File: src/rtl/apb_requester_arbiter.sv
// Round-robin arbiter that shares one APB completer between N_REQ clients and runs one transfer per grant.
// Optional ACCESS wait-state timeout is enabled by defining APB_ARB_TIMEOUT_EN.
module apb_requester_arbiter #(
  parameter int N_REQ       = 4,
  parameter int ADDR_W      = 5,
  parameter int DATA_W      = 32,
  parameter int TIMEOUT_CYC = 16
) (
  input  logic                     pclk,
  input  logic                     prst_n,
  input  logic [N_REQ-1:0]         req,
  input  logic [N_REQ-1:0]         req_write,
  input  logic [N_REQ*ADDR_W-1:0]  req_addr,
  input  logic [N_REQ*DATA_W-1:0]  req_wdata,
  output logic [N_REQ-1:0]         req_gnt,
  output logic [N_REQ-1:0]         rsp_valid,
  output logic [DATA_W-1:0]        rsp_rdata,
  output logic                     rsp_err,
  output logic [ADDR_W-1:0]        paddr,
  output logic                     pselx,
  output logic                     penable,
  output logic                     pwrite,
  output logic [DATA_W-1:0]        pwdata,
  input  logic                     pready,
  input  logic [DATA_W-1:0]        prdata
);

  localparam int PTR_W = (N_REQ > 1) ? $clog2(N_REQ) : 1;
  localparam logic [1:0] S_IDLE   = 2'd0;
  localparam logic [1:0] S_SETUP  = 2'd1;
  localparam logic [1:0] S_ACCESS = 2'd2;
  localparam logic [N_REQ-1:0] ONE_HOT0 = {{(N_REQ-1){1'b0}}, 1'b1};

  logic [1:0]       state;
  logic [PTR_W-1:0] rr_ptr, win, nxt_win, scan_idx;
  logic             found;

`ifdef APB_ARB_TIMEOUT_EN
  localparam int CNT_W = $clog2(TIMEOUT_CYC + 1);
  logic [CNT_W-1:0] wait_cnt;
  logic             err_q;
  assign rsp_err = err_q;
`else
  assign rsp_err = 1'b0;
`endif

  // Scan starts one past the last winner and wraps, so every client is served within N_REQ grants.
  always_comb begin
    found    = 1'b0;
    nxt_win  = rr_ptr;
    scan_idx = '0;
    for (int k = 1; k <= N_REQ; k++) begin
      scan_idx = PTR_W'((int'(rr_ptr) + k) % N_REQ);
      if (!found && req[scan_idx]) begin
        found   = 1'b1;
        nxt_win = scan_idx;
      end
    end
  end

  always_ff @(posedge pclk or negedge prst_n) begin
    if (!prst_n) begin
      state     <= S_IDLE;
      rr_ptr    <= PTR_W'(N_REQ - 1);
      win       <= '0;
      req_gnt   <= '0;
      rsp_valid <= '0;
      rsp_rdata <= '0;
      paddr     <= '0;
      pselx     <= 1'b0;
      penable   <= 1'b0;
      pwrite    <= 1'b0;
      pwdata    <= '0;
`ifdef APB_ARB_TIMEOUT_EN
      wait_cnt  <= '0;
      err_q     <= 1'b0;
`endif
    end else begin
      req_gnt   <= '0;
      rsp_valid <= '0;
      case (state)
        S_IDLE: begin
          if (found) begin
            state   <= S_SETUP;
            win     <= nxt_win;
            rr_ptr  <= nxt_win;
            paddr   <= req_addr[nxt_win*ADDR_W +: ADDR_W];
            pwrite  <= req_write[nxt_win];
            pwdata  <= req_wdata[nxt_win*DATA_W +: DATA_W];
            req_gnt <= ONE_HOT0 << nxt_win;
            pselx   <= 1'b1;
            penable <= 1'b0;
          end
        end
        S_SETUP: begin
          state   <= S_ACCESS;
          penable <= 1'b1;
`ifdef APB_ARB_TIMEOUT_EN
          wait_cnt <= '0;
`endif
        end
        S_ACCESS: begin
          if (pready) begin
            state     <= S_IDLE;
            pselx     <= 1'b0;
            penable   <= 1'b0;
            rsp_valid <= ONE_HOT0 << win;
            rsp_rdata <= pwrite ? '0 : prdata;
`ifdef APB_ARB_TIMEOUT_EN
            err_q     <= 1'b0;
          end else if (wait_cnt == CNT_W'(TIMEOUT_CYC - 1)) begin
            // This edge is the TIMEOUT_CYC-th unanswered ACCESS cycle: abort and report.
            state     <= S_IDLE;
            pselx     <= 1'b0;
            penable   <= 1'b0;
            rsp_valid <= ONE_HOT0 << win;
            rsp_rdata <= '0;
            err_q     <= 1'b1;
          end else begin
            wait_cnt  <= wait_cnt + 1'b1;
`endif
          end
        end
        default: begin
          state   <= S_IDLE;
          pselx   <= 1'b0;
          penable <= 1'b0;
        end
      endcase
    end
  end

endmodule

File: config.mk
export PLATFORM = sky130hd
export DESIGN_NAME = apb_requester_arbiter
export DESIGN_NICKNAME = d
export VERILOG_FILES = /design/src/rtl/apb_requester_arbiter.sv
export SDC_FILE = /design/constraint.sdc
export NUM_CORES = 1
export LEC_CHECK = 0
export ABC_AREA = 1
export ABC_CLOCK_PERIOD_IN_PS = 3850
export BUFFER_PORTS_ARGS = -buffer_cell sky130_fd_sc_hd__buf_2
export CAP_MARGIN = 20
export CELL_PAD_IN_SITES_DETAIL_PLACEMENT = 2
export CELL_PAD_IN_SITES_GLOBAL_PLACEMENT = 2
export CORE_MARGIN = 10
export CORE_UTILIZATION = 25
export CTS_BUF_LIST = sky130_fd_sc_hd__clkbuf_8
export DETAILED_ROUTE_END_ITERATION = 12
export GPL_ROUTABILITY_DRIVEN = 0
export PLACE_DENSITY_LB_ADDON = 0.1
export SLEW_MARGIN = 5
export SYNTH_ARGS = -nofsm -noshare
export SYNTH_HDL_FRONTEND = slang
export SYNTH_SLANG_ARGS = --single-unit
File: constraint.sdc
create_clock -name pclk -period 3.85 [get_ports pclk]
set_input_delay 0.77 -clock pclk [delete_from_list [all_inputs] [get_ports pclk]]
set_output_delay 0.77 -clock pclk [all_outputs]
set_load 0.01 [all_outputs]
; ---- Yosys cells after proc, flatten, opt, wreduce, memory -nomap -nowiden
; Cells that the tools add are included.
; Widths: inputs -> output; s select.
[word_totals]
reg_bits = 86
in_bits = 191
output_inout_bits = 81
[classes]
n_addsub = 4
multipliers = 1
order_cmp = 5
eq_ne = 4
shifts = 4
muxes = 31
bitwise = 1
reduce_logical = 11
[op_table]
columns = operator, count
row1 = $shiftx 128x8->32, 1
row2 = $mux 32, 1
row3 = $shiftx 20x6->5, 1
row4 = $mux 4, 4
row5 = $lt 2x3->1 const B, 5
row6 = $mux 1, 12
row7 = $mux 2, 6
row8 = $bmux 1 s2, 5
row9 = $shl 1x2->4 const A, 2
row10 = $pmux 1 s3, 2
row11 = $pmux 2 s3, 1
row12 = $reduce_and 2->1, 3
row13 = $mul 2x3->5 const B, 1
row14 = $add 2x1->2 const B, 2
row15 = $add 2x2->2 const B, 2
row16 = $ne 2x2->1 const B, 2
row17 = $logic_and 1x1->1, 3
row18 = $logic_not 1->1, 3
row19 = $reduce_and 3->1, 1
row20 = $eq 2x1->1 const B, 1
row21 = $eq 2x2->1 const B, 1
row22 = $logic_not 2->1, 1
row23 = $not 1->1, 1

; ---- Logic depth before layout (Yosys ltp)
; Gate-level depths: netlist (run 1).
[logic_depth]
ltp_word = 16
depth_mapped = 16
mapped_depth_nobuf = 13

; ---- Worst setup path after synthesis (run 1)
; No wires, ideal clock.
[synth_path]
path_kind = input-to-reg
startpoint = input port req[0]
endpoint = register pwdata[10]
setup_time_ps = 117
arrival_ps = 1808
t_required_ps = 3733
setup_slack_ps = 1925
cell_stages = 14
path_buffers = 2
path_cell_list = nand2_1 > nand2_1 > nand2_2 > nand2_2 > inv_4 > nand2_2 > nand2_2 > buf_6 > buf_4 > nand3_1 > nand2_1 > nand2_1 > nand3_1 > nand2_1
[synth_via]
elab_chain_cells = 13
word_cells_on_any_way = 24
cone_classes = shift (1) / mux (16) / reduce/logical (7)
[synth_lines]
columns = item, line
row1 = start: declaration, 11  ; input logic [N_REQ-1:0] req,
row2 = $bmux 1 s2, 54  ; if (!found && req[scan_idx]) begin
row3 = $mux 1 (not written as such), 54
row4 = $mux 1, 54
row5 = $logic_not 1->1, 54
row6 = $logic_and 1x1->1, 54
row7 = $mux 1, 54
row8 = $logic_not 1->1, 54
row9 = $logic_and 1x1->1, 54
row10 = $mux 1, 54
row11 = $logic_not 1->1, 54
row12 = $logic_and 1x1->1, 54
row13 = $mux 2 / $mux 1 (equally long branches), 54
row14 = $shiftx 128x8->32 / $reduce_and 2->1 (equally long branches), --
row15 = end signal: assignment, 89  ; pwdata <= req_wdata[nxt_win*DATA_W +: DATA_W];
row16 = end: declaration, 23  ; output logic [DATA_W-1:0] pwdata,
; Parallel ways exist; a longest one is shown, timed or not. The select of a mux whose other input is x is not followed.
; A chain may end at the register's enable or synchronous reset.

; ---- Final worst setup path (run 1)
[layout_path]
startpoint = register rr_ptr[0]
endpoint = register pwdata[9]
[layout_via]
elab_chain_cells = 14
word_cells_on_any_way = 28
cone_classes = add/sub (4) / shift (1) / mux (16) / reduce/logical (7)
[layout_lines]
columns = item, line
row1 = start: declaration, 35  ; logic [PTR_W-1:0] rr_ptr, win, nxt_win, scan_idx;
row2 = start signal: assignment, 64  ; rr_ptr <= PTR_W'(N_REQ - 1);
row3 = start signal: assignment, 86  ; rr_ptr <= nxt_win;
row4 = $add 2x1->2, 53  ; scan_idx = PTR_W'((int'(rr_ptr) + k) % N_REQ);
row5 = $bmux 1 s2, 54
row6 = $mux 1 (not written as such), 54
row7 = $mux 1, 54
row8 = $logic_not 1->1, 54
row9 = $logic_and 1x1->1, 54
row10 = $mux 1, 54
row11 = $logic_not 1->1, 54
row12 = $logic_and 1x1->1, 54
row13 = $mux 1, 54
row14 = $logic_not 1->1, 54
row15 = $logic_and 1x1->1, 54
row16 = $mux 2 / $mux 1 (equally long branches), 54
row17 = $shiftx 128x8->32 / $reduce_and 2->1 (equally long branches), --
; Parallel ways exist; a longest one is shown, timed or not. The select of a mux whose other input is x is not followed.

==> results.json, run 1 <==
{
  "outcome": "complete, no violations",
  "min_period_over_period": 0.6616,
  "synth-warning-count": 0,
  "via_per_inst": 4.559,
  "grt.total_usage": 0.1759,
  "dp_hpwl_um": 17890,
  "crit_buf_inv": 2,
  "portBuffers": 270,
  "cts_buffer_depth": 2,
  "synth_area_um2": 5156,
  "critPathMaxFanout": 20,
  "r2r_end": "pwdata[9]$_DFFE_PN0P_",
  "worst_slack_ns": 1.303,
  "rows": 52,
  "rsz0062_at_grt": "no",
  "grt_max_degree": 53,
  "path_cells": "inv_6 -> nand2_1 -> nand3_1 -> nand2_2 -> nand2_4 -> nand2_2 -> nand2_2 -> nand2_2 -> buf_4 -> nand2_1 -> nand3_1 -> nand3_1 -> nand2_1",
  "place_inst": 1273,
  "path_clk_slew_ns": 0.10,
  "die_w_um": 163.6,
  "critPathLaunchType": "flip-flop",
  "finalSetupTns_ns": 0,
  "max_clock_freq_mhz": 392.6,
  "cp_data_arrival_time_ns": 2.86,
  "path_class": "flip-flop to flip-flop",
  "start_util": 0.2548,
  "antenna_found_initial": 1,
  "hold_violations": 0,
  "drive_gt1_frac": 0.3147,
  "cts_made_buffers": 9,
  "ant_nets": 0,
  "setup_violations": 0,
  "wire_per_inst_um": 18.43,
  "slew_headroom": 0.3689,
  "place_ws_ns": 1.170,
  "ys_seq_area_frac": 0.4130,
  "routed_wl_um": 23800,
  "reg2regPathDepth": 13,
  "clk_latency_ns": 0.39,
  "grt_pass1_vias": 6603,
  "reg2reg_from": "rr_ptr[0]$_DFFE_PN1P_",
  "ys_seq_elements": 85,
  "fp.dieArea_um2": 26770,
  "period_needed_ns": 2.547,
  "hold_path_class": "input port to async pin",
  "die_h_um": 163.6,
  "slowest_stage": "dfstp_2",
  "endpoint_kind": "flip-flop",
  "route.vias.total": 5886,
  "grt_pass1_wl_um": 37330,
  "power.leakage_nw": 4.156,
  "vdd_drop_max_mv": 0.4083,
  "critPathTopFamily": "simple AND/OR/NAND/NOR gates",
  "nFillCells": 2519,
  "grt_overflow_total": 0,
  "report.final.slew_viol_count": 0,
  "syn_area_per_cell_um2": 6.679,
  "clkSinkCount": 85,
  "cts.hold.buffers_added": 0,
  "final_nets": 1206,
  "yosysUniqueCellTypes": 22,
  "r2r_slack_ns": 1.30,
  "drt_iter0_markers": 249,
  "core-area_um2": 20230,
  "required_ns": 4.17,
  "io_pins": 272,
  "area_delta_synth_final_pct": 33.54,
  "grtUsageMet1": 0.2132,
  "finalClockSkew_ns": 0.02068,
  "timing.hold.ws_ns": 0.4380,
  "final_cell_count_no_fill": 1291,
  "synth_nets": 963,
  "grt_use_met3": 0.05437,
  "worstMarginPinSlew_ns": 0.9452,
  "h-tree-depth": 3,
  "cts_tree": "done",
  "cts-resized-gates": 0,
  "post_cts_buffers": 0,
  "drc_errors": 0,
  "busiest_layer": "met2",
  "cts_root_buf": "clkbuf_8",
  "synth_cells": 772,
  "cap_violations": 0,
  "first_pass_iters": 4,
  "path_common_cell": "nand2_2",
  "slowest_delay_ns": 0.70,
  "p_per_area_nw_per_um2": 1019,
  "use_met2": 0.3010
}
==> final cells by class <==
class	instances	area, µm²	share of cell area
clock inverters	7	107.6	0.01563
multi-input cells	549	2375	0.3449
clock buffers	9	123.9	0.01799
inverters	86	330.3	0.04797
diodes	1	2.502	0.0003634
repair buffers	284	1479	0.2148
flip-flops and latches	85	2130	0.3093
well taps	270	337.8	0.04906
==> metal layers <==
metal	wire length (µm)	up-vias	part of all wire
met2	11610	158	0.49
met1	10430	2830	0.44
met3	1564	13	0.066
li1	-	2883	-
met4	179	2	0.0075
met5	13	-	0.00055
==> worst max-delay path by stage <==
| stage | start | end | slack (ns) | cells past startpoint |
|---|---|---|---|---|
| 2_1_floorplan | req[0] | pwdata[10]$_DFFE_PN0P_ | 1.92 | 14 |
| 3_3_place_gp | req[0] | pwdata[3]$_DFFE_PN0P_ | 1.22 | 13 |
| 3_5_place_dp | req[0] | pwdata[31]$_DFFE_PN0P_ | 1.17 | 13 |
| 4_1_cts | rr_ptr[0]$_DFFE_PN1P_ | pwdata[9]$_DFFE_PN0P_ | 1.24 | 12 |
| 5_1_grt | rr_ptr[0]$_DFFE_PN1P_ | pwdata[31]$_DFFE_PN0P_ | 0.98 | 12 |
| 6_report | rr_ptr[0]$_DFFE_PN1P_ | pwdata[9]$_DFFE_PN0P_ | 1.30 | 13 |
==> kinds of logic (layout without fill, tap and decap cells) <==
| group | Yosys count | after routing | share of synthesized area |
|---|---|---|---|
| AO/OA/AOI/OAI | 39 | 39 | 0.03883 |
| AND/OR/NAND/NOR | 509 | 509 | 0.4196 |
| buffers and inverters | 138 | 386 | 0.1279 |
| flip-flops | 85 | 85 | 0.4130 |
| other | 1 | 2 | 0.0007273 |
==> Yosys cell counts <==
| cell type | n | share of area |
|---|---|---|
| inv_1 | 82 | 0.060 |
| conb_1 | 1 | 0.00073 |
| buf_4 | 7 | 0.010 |
| nor2_1 | 8 | 0.0058 |
| o21bai_1 | 1 | 0.0015 |
| inv_2 | 2 | 0.0015 |
| buf_2 | 20 | 0.019 |
| nand3_2 | 3 | 0.0058 |
| o21a_1 | 1 | 0.0015 |
| nand3_1 | 159 | 0.15 |
| nand2_1 | 325 | 0.24 |
| inv_4 | 1 | 0.0012 |
| o21ai_0 | 37 | 0.036 |
| dfrtp_1 | 83 | 0.40 |
| nand2_4 | 1 | 0.0022 |
| nand2_2 | 9 | 0.011 |
| buf_6 | 11 | 0.024 |
| buf_1 | 1 | 0.00073 |
| nor3_1 | 4 | 0.0039 |
| clkbuf_1 | 13 | 0.0095 |
| inv_6 | 1 | 0.0017 |
| dfstp_2 | 2 | 0.010 |
==> placed cells by master, fill, tap and decap left out, drive strengths merged <==
master and count:
buf 284, bufinv 2, clkbuf 9, clkinv 3
conb 1, dfrtp 83, dfstp 2, diode 1
inv 88, nand2 335, nand3 162, nor2 8
nor3 4, o21a 1, o21ai 37, o21bai 1
==> worst register-to-register path, stage by stage, from the launching register on <==
cell and delay [ns]:
dfstp_2 0.70, inv_6 0.09, nand2_1 0.10, nand3_1 0.10, nand2_2 0.16, nand2_4 0.08
nand2_2 0.08, nand2_2 0.06, nand2_2 0.37, buf_4 0.36, nand2_1 0.09, nand3_1 0.10
nand3_1 0.09, nand2_1 0.11
==> through the flow <==
stage	power, mW	area [µm²]	util
global placement	6.261	6624	0.3274
floorplan	4.900	5156	-
detailed placement	6.367	6624	0.3274
global route	7.901	6883	0.3402
CTS	7.180	6855	0.3388
finish	7.018	6885	0.3403
==> state kept, by name, indices dropped and copies added, names as in the netlist, 2 cells and up <==
name,count
req_gnt,4
rsp_valid,4
paddr,5
win,2
rr_ptr,2
pwdata,32
rsp_rdata,32
==> report_power, final <==
part	total (mW)	internal, mW	switching, mW
Clock	0.758	0.376	0.382
Combinational	4.73	1.48	3.25
Sequential	1.53	1.31	0.219
(Power assumes the default switching activity.)
==> run 2, diff against run 1 <==
--- a/config.mk
+++ b/config.mk
@@ -5,8 +5,8 @@
 export SDC_FILE = /design/constraint.sdc
 export NUM_CORES = 1
 export LEC_CHECK = 0
-export ABC_AREA = 1
-export ABC_CLOCK_PERIOD_IN_PS = 3850
+export ABC_AREA = 0
+export ABC_CLOCK_PERIOD_IN_PS = 2400
 export BUFFER_PORTS_ARGS = -buffer_cell sky130_fd_sc_hd__buf_2
 export CAP_MARGIN = 20
 export CELL_PAD_IN_SITES_DETAIL_PLACEMENT = 2
==> constraint.sdc (replaced) <==
create_clock -name pclk -period 2.4 [get_ports pclk]
set_input_delay 0.48 -clock pclk [delete_from_list [all_inputs] [get_ports pclk]]
set_output_delay 0.48 -clock pclk [all_outputs]
set_load 0.01 [all_outputs]
==> run 2 against run 1 <==
  * Routed wire length decreased by 23%
  * Via count decreased by 29%
  * Maximum frequency increased by 16%
  * Worst hold slack got worse by 0.086 ns
  * Die area decreased by 13%
  * Sequential power increased by 65%
  * Worst setup slack got worse by 1.1 ns
  * Clock skew decreased by 0.0059 ns
  * Critical path depth decreased by 7
  * Power increased by 6.8%
  * First-iteration DRC count decreased by 43%
  * Clock power increased by 25%
  * Largest power group unchanged
  * Highest routed layer is now met4
==> results.json, run 2 <==
{
  "cts_buffer_depth": 2,
  "outcome": "complete, no violations",
  "total_power_mw": 7.495,
  "min_path_cells": 3,
  "cp_data_arrival_time_ns": 2.43,
  "fp.dieArea_um2": 23260,
  "report.final.slew_viol_count": 0,
  "synth_common_cells": "dfrtp_1 (83), mux2i_1 (77), nand2_1 (76)",
  "r2r_slack_ns": 0.20,
  "slowest_delay_ns": 0.62,
  "period_needed_ns": 2.195,
  "rows": 48,
  "slowest_stage": "dfstp_2",
  "grt.total_usage": 0.1539,
  "finalSetupTns_ns": 0,
  "vdd_drop_max_mv": 0.4188,
  "drc_errors": 0,
  "critPathLaunchType": "flip-flop",
  "path_clk_slew_ns": 0.10,
  "path_common_cell": "mux2i_1",
  "wire_per_inst_um": 20.40,
  "r2r_end": "pwdata[13]$_DFFE_PN0P_",
  "reg.largest.list": "pwdata: 32 flops, rsp_rdata: 32 flops, paddr: 5 flops",
  "io_pins": 272,
  "synth_area_um2": 4389,
  "portBuffers": 270,
  "max_clock_freq_mhz": 455.5,
  "die_w_um": 152.5,
  "reg2reg_from": "rr_ptr[1]$_DFFE_PN1P_",
  "dp_hpwl_um": 14280,
  "syn_area_per_cell_um2": 10.68,
  "ys_seq_area_frac": 0.4852,
  "synth-warning-count": 0,
  "endpoint_kind": "flip-flop",
  "hold_path_class": "input port to flip-flop",
  "finalClockSkew_ns": 0.01476,
  "clk_latency_ns": 0.36,
  "synth_mux_area_frac": 0.1782,
  "synth_nets": 602,
  "cts_made_buffers": 9,
  "cts_root_buf": "clkbuf_8",
  "timing.hold.ws_ns": 0.3519,
  "clkSinkCount": 85,
  "first_pass_iters": 4,
  "drt_iter0_markers": 143,
  "path_cells": "mux2i_1 -> a21oi_1 -> o21ai_4 -> buf_12 -> mux2i_1 -> o221ai_1",
  "synth-xor-area-share": 0,
  "final_nets": 859,
  "power.leakage_nw": 3.277,
  "hold_path_startpoint": "prdata[27]",
  "cap_violations": 0,
  "drive_gt1_frac": 0.4606,
  "layout_commonest_cell": "buf_2",
  "nFillCells": 1923,
  "core-area_um2": 17240,
  "place_inst": 881,
  "h-tree-depth": 3,
  "antenna_found_initial": 2,
  "critPathMaxFanout": 34,
  "hold_violations": 0,
  "die_h_um": 152.5,
  "synth_most_common_cell": "dfrtp_1",
  "synthFlopType": "dfrtp_1",
  "yosysTopAreaCell": "dfrtp_1",
  "crit_buf_inv": 1,
  "grt_overflow_total": 0,
  "ant_nets": 0,
  "ys_top_cells_by_area": "dfrtp_1 (47%), mux2i_1 (18%), nand2_1 (6.5%)",
  "area_delta_synth_final_pct": 39.79,
  "cp-startpoint": "rr_ptr[1]$_DFFE_PN1P_",
  "rsz0062_at_grt": "no",
  "critPathTopFamily": "flip-flops",
  "synth-compound-area-share": 0.1388,
  "start_util": 0.2546,
  "cts_tree": "done",
  "worst_hold_path.endpoint": "rsp_rdata[27]$_DFFE_PN0P_",
  "synthAdderAreaFrac": 0,
  "min_period_over_period": 0.9147,
  "grt_pass1_vias": 4811,
  "seqCellArea_um2": 2130,
  "synth_cells": 411,
  "routed_wl_um": 18360,
  "synth_edf_count": 0,
  "slew_headroom": 0.6310,
  "p_per_area_nw_per_um2": 1222,
  "yosysUniqueCellTypes": 32,
  "final_cell_mix": "buf_2 (269), dfrtp_1 (83), mux2i_1 (77), nand2_1 (76), nand2b_1 (32)",
  "grt_pass1_wl_um": 28550,
  "required_ns": 2.63,
  "design_area_um2": 6136,
  "ys_seq_elements": 85,
  "ys_async_sr_fraction": 1.000,
  "synth_top_area_frac": 0.4732,
  "yosys.area_share.simple": 0.1383,
  "multi_input_area_um2": 2013,
  "reg2regPathDepth": 6,
  "synth_top_family_by_area": "multiplexers",
  "worstMarginPinSlew_ns": 0.5514,
  "dpl_cell_area_um2": 5951,
  "setup_violations": 0,
  "final_cell_count_no_fill": 900,
  "grt_max_degree": 81,
  "path_class": "flip-flop to flip-flop",
  "route.vias.total": 4175,
  "via_per_inst": 4.639,
  "post_cts_buffers": 0
}
==> run 2: metal layers <==
layer	global-route usage	vias up	share of wire
met5	0	-	0
met3	0.05334	13	0.076
met1	0.1762	2040	0.41
li1	-	1967	-
met2	0.2626	155	0.50
met4	0.04995	0	0.013
==> run 2: worst max path at each step <==
stage | endpoint | slack (ns) | cells after the start
final | pwdata[13]$_DFFE_PN0P_ | 0.20 | 6
after global routing | pwdata[13]$_DFFE_PN0P_ | 0.07 | 5
after CTS | pwdata[13]$_DFFE_PN0P_ | 0.19 | 6
after detailed placement | pwdata[13]$_DFFE_PN0P_ | 0.14 | 7
after global placement | pwdata[13]$_DFFE_PN0P_ | 0.22 | 7
after floorplan | pwdata[3]$_DFFE_PN0P_ | 0.70 | 7
==> run 2: metrics by stage <==
step                      utilization  setup WS [ns]
after global routing           0.3560        0.07412
after floorplan                     -         0.7044
after global placement         0.3452         0.2176
after CTS                      0.3557         0.1883
after detailed placement       0.3452         0.1419
final                          0.3560         0.2047
==> run 2: worst reg2reg max path, delay by kind of cell, from the launching register on <==
family,cells,cell delay [ns]
flops,1,0.62
compound gates,3,0.54
buf+inv,1,0.32
mux,2,0.58
==> run 2: repair_timing <==
item / 4_1_cts / 5_1_grt
resized for setup: 0 / 0
hold endpoints to repair: 5 / 0
hold buffers: 1 / 0
==> run 2: final cells by class <==
type                            count  area share
Sequential cell                    85      0.3471
Multi-Input combinational cell    287      0.3281
Timing Repair Buffer              279      0.2463
Tap cell                          225     0.04588
Clock buffer                       10     0.02243
Clock inverter                      6    0.005302
Inverter                            6    0.004078
Antenna cell                        2   0.0008157
==> run 2: where the power goes <==
group,total [mW],internal (mW),switching [mW]
combinational,4.03,1.74,2.29
sequential,2.52,2.12,0.399
clock,0.944,0.395,0.549
total,7.50,4.26,3.24
==> run 2: kinds of logic after synthesis <==
| family | count (synthesis) |
|---|---|
| buf+inv | 39 |
| mux | 78 |
| flops | 85 |
| other cells | 1 |
| compound gates | 78 |
| simple gates | 130 |
==> run 3, diff against run 2 <==
--- a/config.mk
+++ b/config.mk
@@ -11,7 +11,7 @@
 export CAP_MARGIN = 20
 export CELL_PAD_IN_SITES_DETAIL_PLACEMENT = 2
 export CELL_PAD_IN_SITES_GLOBAL_PLACEMENT = 2
-export CORE_MARGIN = 10
+export CORE_MARGIN = 2
 export CORE_UTILIZATION = 25
 export CTS_BUF_LIST = sky130_fd_sc_hd__clkbuf_8
 export DETAILED_ROUTE_END_ITERATION = 12
==> run 3 against run 2 <==
  * Routed wire length down 11%
  * Core utilization up 0.70 points
  * Die area down 20%
  * Cell area up 2.0%
  * Critical path depth down 1
  * Critical path type unchanged
  * Critical endpoint is now pwrite$_DFFE_PN0P_
==> results.json, run 3 (synthesis gave the netlist of run 2 again) <==
{
  "fp.dieArea_um2": 18630,
  "hold_path_class": "input port to flip-flop",
  "drc_errors": 0,
  "endpoint_kind": "flip-flop",
  "drive_gt1_frac": 0.4729,
  "wire_per_inst_um": 18.06,
  "reg2regPathDepth": 5,
  "portBuffers": 270,
  "r2r_slack_ns": 0.35,
  "io_pins": 272,
  "cts-resized-gates": 0,
  "rsz0062_at_grt": "no",
  "drt_iter0_markers": 103,
  "path_clk_slew_ns": 0.09,
  "hold_violations": 0,
  "cts_root_buf": "clkbuf_8",
  "clkSinkCount": 85,
  "hold_path_startpoint": "prdata[30]",
  "dp_hpwl_um": 13020,
  "core-area_um2": 17240,
  "h-tree-depth": 3,
  "report.final.slew_viol_count": 0,
  "cts_tree": "done",
  "r2r_end": "pwrite$_DFFE_PN0P_",
  "reg.largest.list": "pwdata: 32 flops, rsp_rdata: 32 flops, paddr: 5 flops",
  "antenna_cells": 0,
  "grt_max_degree": 45,
  "p_per_area_nw_per_um2": 1258,
  "cts.hold.buffers_added": 1,
  "worst_slack_ns": 0.3498,
  "worstMarginPinSlew_ns": 0.5011,
  "period_needed_ns": 2.050,
  "finalClockSkew_ns": 0.007427,
  "layout_commonest_cell": "buf_2",
  "finalSetupTns_ns": 0,
  "first_pass_iters": 4,
  "final_cell_mix": "buf_2 (269), dfrtp_1 (83), mux2i_1 (77), nand2_1 (76), nand2b_1 (32)",
  "grt_overflow_total": 0,
  "via_per_inst": 4.642,
  "path_class": "flip-flop to flip-flop",
  "slew_headroom": 0.6659,
  "setup_violations": 0,
  "required_ns": 2.63,
  "worst_hold_path.endpoint": "rsp_rdata[30]$_DFFE_PN0P_",
  "post_cts_buffers": 0,
  "grt_pass1_vias": 4774,
  "max_clock_freq_mhz": 487.8,
  "ant_nets": 0,
  "routed_wl_um": 16400,
  "min_path_cells": 3,
  "grt.total_usage": 0.1778,
  "outcome": "complete, no violations",
  "final_nets": 869,
  "start_util": 0.2546,
  "die_w_um": 136.5,
  "critPathMaxFanout": 29,
  "cts_buffer_depth": 2,
  "min_period_over_period": 0.8542,
  "reg2reg_from": "rr_ptr[1]$_DFFE_PN1P_",
  "critPathLaunchType": "flip-flop",
  "clk_latency_ns": 0.36,
  "die_h_um": 136.5,
  "cp_data_arrival_time_ns": 2.28,
  "place_ws_ns": 0.2903,
  "antenna_found_initial": 0,
  "grt_pass1_wl_um": 25520,
  "cts_made_buffers": 9,
  "area_delta_synth_final_pct": 42.56,
  "power.leakage_nw": 3.332,
  "rows": 48,
  "cap_violations": 0,
  "route.vias.total": 4215,
  "vdd_drop_max_mv": 0.4044
}
## run 3: per-stage QoR
step                  util  total power, mW  hold WS, ns  instances  cell area, µm²
finish              0.3630            7.873       0.3612        908            6257
global route        0.3630            8.553       0.3481        908            6257
global placement    0.3481            6.562       0.3924        891            6001
CTS                 0.3630            8.061       0.3375        908            6257
floorplan                -            5.133       0.1844        411            4389
detailed placement  0.3481            6.762       0.3955        891            6001
## run 3: final cells by class
class / instances / area, µm²
Clock inverter: 7 / 122.6
Tap cell: 225 / 281.5
Fill cell: 1942 / 10980
Sequential cell: 85 / 2130
Inverter: 6 / 25.02
Multi-Input combinational cell: 287 / 2013
Clock buffer: 9 / 123.9
Timing Repair Buffer: 289 / 1562
## run 3: critical path: stages, from the launching register on
cell,delay (ns)
dfstp_2,0.62
a22oi_1,0.14
o21ai_4,0.38
buf_12,0.28
mux2i_1,0.32
o221ai_1,0.16
## run 3: power by group
| part | internal [mW] | switching, mW |
|---|---|---|
| logic | 1.79 | 2.26 |
| clock network | 0.697 | 0.572 |
| registers | 2.12 | 0.430 |
| total | 4.61 | 3.26 |
## run 3: worst max-delay path by stage
stage	to	cells past startpoint	start	slack [ns]
after global placement	pwrite$_DFFE_PN0P_	7	req[2]	0.33
after floorplan	pwdata[3]$_DFFE_PN0P_	7	rr_ptr[1]$_DFFE_PN1P_	0.70
after detailed placement	pwrite$_DFFE_PN0P_	7	req[2]	0.29
final	pwrite$_DFFE_PN0P_	5	rr_ptr[1]$_DFFE_PN1P_	0.35
after CTS	pwrite$_DFFE_PN0P_	5	rr_ptr[1]$_DFFE_PN1P_	0.31
after global routing	pwrite$_DFFE_PN0P_	6	rr_ptr[1]$_DFFE_PN1P_	0.23
## run 3: per-layer routing
layer | part of all wire | wire length (µm) | vias up | global-route usage
met5 | 0 | 0 | - | 0
met4 | 0.010 | 172 | 0 | 0.04861
met3 | 0.065 | 1065 | 11 | 0.03815
met2 | 0.52 | 8487 | 152 | 0.3103
met1 | 0.41 | 6673 | 2070 | 0.2214
li1 | - | - | 1982 | -
